<file path="src/rtl/seven_seg_display_pkg.sv">
// Shared constants for the 8-digit hexadecimal seven-segment driver:
// glyph table (active-high, gfedcba), display geometry and blank pattern.
package seven_seg_display_pkg;

  localparam int NUM_DIGITS = 8;
  localparam int SEG_W      = 7;
  localparam int NIBBLE_W   = 4;
  localparam int INFO_W     = NUM_DIGITS * NIBBLE_W;
  localparam int DISP_W     = NUM_DIGITS * SEG_W;

  // Active-high "all segments off" pattern for a single digit.
  localparam logic [SEG_W-1:0] SEG_BLANK = 7'h00;

  // Active-high glyphs indexed by nibble value; b and d are lower case so
  // they cannot be mistaken for 8 and 0.
  localparam logic [SEG_W-1:0] GLYPH_TABLE [16] = '{
    7'h3F, 7'h06, 7'h5B, 7'h4F, 7'h66, 7'h6D, 7'h7D, 7'h07,
    7'h7F, 7'h6F, 7'h77, 7'h7C, 7'h39, 7'h5E, 7'h79, 7'h71
  };

  // Convert an active-high pattern to the board drive polarity.
  function automatic logic [SEG_W-1:0] apply_polarity(
    input logic [SEG_W-1:0] seg,
    input logic             active_low
  );
    if (active_low) begin
      return ~seg;
    end else begin
      return seg;
    end
  endfunction

endpackage

</file>
<file path="src/rtl/seven_seg_display_if.sv">
// Bus between the CPU display register and the seven-segment driver.
interface seven_seg_display_if;
  import seven_seg_display_pkg::*;

  logic [INFO_W-1:0] info;
  logic [DISP_W-1:0] SevenSegDisplays;

  // Register side: supplies the word, observes the segments.
  modport master (output info, input SevenSegDisplays);
  // Display driver side.
  modport slave  (input info, output SevenSegDisplays);

endinterface

</file>
<file path="src/rtl/seven_seg_display_hex_to_7seg.sv">
// Combinational nibble to active-high seven-segment decoder (gfedcba).
// Every nibble value has a glyph, so no code can produce X.
module hex_to_7seg
  import seven_seg_display_pkg::*;
(
  input  logic [NIBBLE_W-1:0] nibble_i,
  output logic [SEG_W-1:0]    seg_o
);

  // Glyph lookup covering all 16 codes.
  always_comb begin
    seg_o = GLYPH_TABLE[nibble_i];
  end

endmodule

</file>
<file path="src/rtl/seven_seg_display.sv">
// Registered 8-digit hex seven-segment driver. Each nibble of info is
// decoded in parallel, optionally leading-zero blanked, converted to the
// board polarity and registered (one cycle latency).
module seven_seg_display
  import seven_seg_display_pkg::*;
#(
  parameter bit ACTIVE_LOW    = 1'b1,
  parameter bit BLANK_LEADING = 1'b0
) (
  input  logic               clock,
  input  logic               reset,
  seven_seg_display_if.slave bus
);

  logic [SEG_W-1:0]  glyph_s [NUM_DIGITS];
  logic [DISP_W-1:0] disp_d;
  logic [DISP_W-1:0] disp_q;
  logic [DISP_W-1:0] disp_off_s;

  // One decoder per digit, all working in parallel.
  for (genvar k = 0; k < NUM_DIGITS; k++) begin : g_digit
    hex_to_7seg u_hex_to_7seg (
      .nibble_i (bus.info[NIBBLE_W*k +: NIBBLE_W]),
      .seg_o    (glyph_s[k])
    );
  end

  // Whole-display "all off" pattern in board polarity, used for reset.
  always_comb begin
    disp_off_s = '0;
    for (int k = 0; k < NUM_DIGITS; k++) begin
      disp_off_s[SEG_W*k +: SEG_W] = apply_polarity(SEG_BLANK, ACTIVE_LOW);
    end
  end

  // Blanking from the top digit down, then polarity, forming the next output.
  always_comb begin
    logic             upper_zero;
    logic [SEG_W-1:0] seg;
    disp_d     = '0;
    upper_zero = 1'b1;
    seg        = SEG_BLANK;
    for (int k = NUM_DIGITS - 1; k >= 0; k--) begin
      upper_zero = upper_zero && (bus.info[NIBBLE_W*k +: NIBBLE_W] == 4'h0);
      // Digit 0 is never blanked so a zero word still shows "0".
      if (BLANK_LEADING && (k != 0) && upper_zero) begin
        seg = SEG_BLANK;
      end else begin
        seg = glyph_s[k];
      end
      disp_d[SEG_W*k +: SEG_W] = apply_polarity(seg, ACTIVE_LOW);
    end
  end

  // Output register with synchronous reset to all segments off.
  always_ff @(posedge clock) begin
    if (reset) begin
      disp_q <= disp_off_s;
    end else begin
      disp_q <= disp_d;
    end
  end

  assign bus.SevenSegDisplays = disp_q;

endmodule

</file>
<file path="src/flat_wrapper.sv">
// flat-port wrapper written by rule: the top's interface ports become plain ports
module seven_seg_display_flat import seven_seg_display_pkg::*;
#(
  parameter bit ACTIVE_LOW    = 1'b1,
  parameter bit BLANK_LEADING = 1'b0
)
  (clock, reset, bus_info, bus_SevenSegDisplays);
  seven_seg_display_if bus_i ();
  input  logic clock;
  input  logic reset;
  input wire logic [$bits(bus_i.info)-1:0] bus_info;
  output wire logic [$bits(bus_i.SevenSegDisplays)-1:0] bus_SevenSegDisplays;
  assign bus_i.info = bus_info;
  assign bus_SevenSegDisplays = bus_i.SevenSegDisplays;
  seven_seg_display #(.ACTIVE_LOW(ACTIVE_LOW), .BLANK_LEADING(BLANK_LEADING)) u_core (.clock(clock), .reset(reset), .bus(bus_i));
endmodule
</file>
<file path="config.mk">
export PLATFORM = sky130hd
export DESIGN_NAME = seven_seg_display_flat
export DESIGN_NICKNAME = d
export VERILOG_FILES = /design/src/rtl/seven_seg_display_pkg.sv /design/src/rtl/seven_seg_display_if.sv /design/src/rtl/seven_seg_display_hex_to_7seg.sv /design/src/rtl/seven_seg_display.sv /design/src/flat_wrapper.sv
export SDC_FILE = /design/constraint.sdc
export NUM_CORES = 1
export LEC_CHECK = 0
export ABC_AREA = 1
export CORE_UTILIZATION = 40
export CTS_BUF_LIST = sky130_fd_sc_hd__clkbuf_16
export DETAILED_ROUTE_END_ITERATION = 10
export GPL_TIMING_DRIVEN = 0
export PLACE_DENSITY = 0.7
export SYNTH_ARGS = -nofsm -noshare
export SYNTH_HDL_FRONTEND = slang
export SYNTH_HIERARCHICAL = 1
export SYNTH_SLANG_ARGS = --single-unit
</file>
<file path="constraint.sdc">
create_clock -name clock -period 1 [get_ports clock]
set_clock_uncertainty 0.1 [all_clocks]
set_input_delay 0.25 -clock clock [delete_from_list [all_inputs] [get_ports clock]]
set_output_delay 0.25 -clock clock [all_outputs]
set_load 0.02 [all_outputs]
</file>
### Word-level counts from Yosys, hierarchy flattened

Memories as Yosys holds them, arrays and structs flattened.
Index checks and enable logic that the tools add are counted.

| storage, ports and cells | value |
|---|---|
| flip-flop bits (word level) | 56 |
| bits in read-only memories | 896 |
| bits of input ports | 34 |
| output and inout bits | 56 |
| logic and storage cells | 49 |
| memories kept | 8 |

Memories:

| memory | depth | width | read ports | clocked after Yosys merged registers in | write ports | line | text |
|---|---|---|---|---|---|---|---|
| (name not given) | 16 | 7 | 1 | 0 | 0 | seven_seg_display_hex_to_7seg.sv:12 | `seg_o = GLYPH_TABLE[nibble_i];` |
| (name not given) | 16 | 7 | 1 | 0 | 0 | seven_seg_display_hex_to_7seg.sv:12 |  |
| (name not given) | 16 | 7 | 1 | 0 | 0 | seven_seg_display_hex_to_7seg.sv:12 |  |
| (name not given) | 16 | 7 | 1 | 0 | 0 | seven_seg_display_hex_to_7seg.sv:12 |  |
| (name not given) | 16 | 7 | 1 | 0 | 0 | seven_seg_display_hex_to_7seg.sv:12 |  |
| (name not given) | 16 | 7 | 1 | 0 | 0 | seven_seg_display_hex_to_7seg.sv:12 |  |
| +2 memories | - | - | - | - | - | - |  |

| operators by class | value |
|---|---|
| magnitude comparators | 8 |
| muxes and demuxes | 16 |
| bitwise gates (word level) | 16 |

Operators by type and width:

| operator | number |
|---|---|
| 7-bit 2-to-1 mux | 16 |
| 7-bit NOT | 8 |
| 5-bit greater-or-equal comparator (second input constant) | 8 |
| 4-bit NOT with 5-bit output | 8 |

### Longest topological paths before layout

| depth | value |
|---|---|
| word-level depth | 5 |
| gate-level depth with buffers | 8 |
| depth with buffers taken out | 8 |

### Cells and area by module

Netlist, hierarchy kept.

By module, submodules not included:

| module | times used | cells an instance | area an instance (sq um) |
|---|---|---|---|
| hex_to_7seg | 8 | 52 | 270.3 |
| seven_seg_display | 1 | 119 | 1396.3 |

### Worst setup path before layout

Ideal clock, no wire load.

| path | value |
|---|---|
| kind | in2reg |
| start point | in bus_info[0] |
| end point | reg u_core.disp_q[3] (netlist: u_core/bus.SevenSegDisplays[3]) |
| setup time | 119 ps |
| data arrival time | 838 ps |
| slack | -57 ps |
| stages | 7 |
| path buffers | 0 |
| cells stage by stage | inv_1 -> ha_1 -> nand2_1 -> o21ai_0 -> nand2_1 -> nand2_1 -> nand2_1 |

RTL lines:

| what | line | text |
|---|---|---|
| from (decl) | flat_wrapper.sv:11 | `input wire logic [$bits(bus_i.info)-1:0] bus_info;` |
| to (signal assigned) | seven_seg_display.sv:58 | `disp_q <= disp_off_s;` |
| to (signal assigned) | seven_seg_display.sv:60 | `disp_q <= disp_d;` |
| to (decl) | seven_seg_display.sv:17 | `logic [DISP_W-1:0] disp_q;` |

### Worst setup path after layout

| path | value |
|---|---|
| start point | reg u_core.disp_q[54] (netlist: u_core/bus.SevenSegDisplays[54]) |
| end point | out bus_SevenSegDisplays[54] |

RTL lines:

| what | line | text |
|---|---|---|
| to (decl) | flat_wrapper.sv:12 | `output wire logic [$bits(bus_i.SevenSegDisplays)-1:0] bus_SevenSegDisplays;` |

No word-level cell between the ends.

==> out/metrics.cfg <==
[run_status]
status=finished, violations left
failed_checks=negative setup slack

[min_path]
worstHoldPathType=primary input to flip-flop

[final_layout]
layout.area.seq_um2=1190
final_layout_size_suffix_gt1_share_pct=31.2
layout.cells.most_common=sky130_fd_sc_hd__nand2_1
final_cells=734
multiInputGateArea_um2=2110
antennaDiodeCount=0
design.final.nets=715
final_cell_mix=sky130_fd_sc_hd__nand2_1, sky130_fd_sc_hd__buf_6, sky130_fd_sc_hd__dfxtp_2
synth_to_final_area_change_pct=37.1
utilization_after_layout_pct=56.2
number_of_fill_cells=807
largest_register_ffs=56

[yosys]
syn_area_per_cell_um2=6.65
syn_inst=535
synthesis.yosys.warnings=6
mappedNetlistNets=625
netlist.top_cell.by_area=sky130_fd_sc_hd__dfxtp_1
number_of_register_bits_inferred_by_synthesis=56
synth.top_cells.by_area=sky130_fd_sc_hd__dfxtp_1, sky130_fd_sc_hd__nand2_1, sky130_fd_sc_hd__ha_1
netlist_area_um2=3560
post-synth-top-area-fraction_pct=31.5
yosysSeqAreaShare_pct=31.5
post_synth_num_cell_types=12

[placement]
numPlacedInstances=724
io_buffers=81
gp_routability_congestion=0.918
hpwlAfterDp_mm=5.65
place_worst_setup_slack_ns=-0.765

[pwr]
ir_drop_mv=0.663
power.leakage_nw=2.69
power_per_cell_area_nw_per_um2=1250

[worst_setup_path]
cp_data_required_time_ns=0.65
setup_cp_type=flip-flop to output port
critical-path-max-stage-delay_ns=0.32
critPathSlowestCell=sky130_fd_sc_hd__dfxtp_2
path_cells=buf_6
critical_path_arrival_ns=0.73
cp_top_family=flip-flops
path_max_fanout=1
cp-end-kind=output port
critPathBufInv=1
startpoint_types=flip-flop

[timing]
share_of_the_cycle_needed_by_the_critical_path_after_routing_pct=108
maxSlewViolCount=0
final_report_hold_violation_count=0
post_route_setup_slack_ns=-0.0833
hold_slack_ns=0.178
maxClockFrequency_mhz=923
tightestPinTransition_ns=0.272
maxSlewHeadroom_pct=81.9
report.final.setup_viol=56
final_period_minus_worst_setup_slack_ns=1.08
rsz0062_at_grt=yes

[grt]
maximum_number_of_pins_on_one_net_before_global_route_repair=17
grt_first_pass_wirelength_mm=12.2
grt_remaining_overflow=0
antenna_violations_before_repair=0
grt.total_usage_pct=16.3
via_count_of_the_first_global_routing_pass=3071

[route]
antenna_violating_nets_post_route=0
drt_pass1_iterations=4
drt-initial-drc-count=127
routed-via-count=3304
post_drt_wl_per_cell_um=9.82
drcViolationCount=0
avgViaCountPerCell=4.50
drt_wl_total_mm=7.21

[clock_network]
htree_num_levels=2
root_buffer_master=sky130_fd_sc_hd__clkbuf_16
path_clk_slew_ns=0.07
cts_hold_buf=0
cts_inserted_buffers=5
clk_path_buf_depth=2
tritoncts_num_sinks=56
cts_tree=yes

[floorplan]
die_area_um2=9280
coreArea_um2=8680
io_pins=90
chipWidth_um=96.3
die-height_um=96.3
initial_util_pct=41.0
number_of_cell_rows=34

[flow_run]
max_cap_viols=0

## layout make-up
cell class	instances	share of cell area, %
buffer	14	2.90
inverter	65	5.46
clock buffer	5	2.57
timing repair buffer	83	17.8
tap	108	2.77
multi-input combinational	400	43.3
clock inverter	3	0.795
sequential	56	24.4
## path summary, 6_finish.rpt
kind	end	start	cells past startpoint	slack [ns]
min	u_core/bus.SevenSegDisplays[38]	bus_info[23]	4	0.18
max	bus_SevenSegDisplays[54]	u_core/bus.SevenSegDisplays[54]	1	-0.08
## cell families (layout without fill, tap and decap cells)
group,after synthesis,count (layout),synth area share [%]
AOI/OAI and AO/OA,16,16,2.25
buffers and inverters,79,170,10.3
adders and majority gates,56,56,19.7
and+or+nand+nor,328,328,36.3
DFF,56,56,31.5
## synthesized netlist by cell type
cell type / count
sky130_fd_sc_hd__nor2_1: 8
sky130_fd_sc_hd__inv_1: 56
sky130_fd_sc_hd__buf_4: 8
sky130_fd_sc_hd__dfxtp_1: 56
sky130_fd_sc_hd__nand2_2: 8
sky130_fd_sc_hd__buf_2: 1
sky130_fd_sc_hd__nand3_1: 32
sky130_fd_sc_hd__inv_2: 9
sky130_fd_sc_hd__ha_1: 56
sky130_fd_sc_hd__buf_6: 5
sky130_fd_sc_hd__nand2_1: 280
sky130_fd_sc_hd__o21ai_0: 16
## layer usage
| metal | share of wire (%) | track usage (%) | wire [um] |
|---|---|---|---|
| met4 | 1.1 | 5.27 | 80 |
| met1 | 43 | 18.0 | 3100 |
| met3 | 5.9 | 3.87 | 426 |
| met2 | 50 | 30.4 | 3600 |
| met5 | 0 | 0 | 0 |
## where the power goes
part           switching [mW]  internal [mW]
clock network           0.766           1.17
registers              0.0780           2.44
logic                   0.903          0.731
total                    1.75           4.34
## what timing repair did
item	CTS	global route
setup buffers	1	0
gates cloned	0	1
resized for setup	464	43
pin swaps	0	1
setup endpoints to repair	112	97
## stage by stage
stage / power (mW) / cell area, um2 / setup TNS, ns
3_3_place_gp: 4.06 / 4560 / -48.50
4_1_cts: 6.12 / 4790 / -4.61
5_1_grt: 6.48 / 4880 / -5.50
2_1_floorplan: 3.44 / 3610 / -0.00117
3_5_place_dp: 4.09 / 4560 / -49.52
6_report: 6.09 / 4880 / -4.04
(Power assumes the default switching activity.)
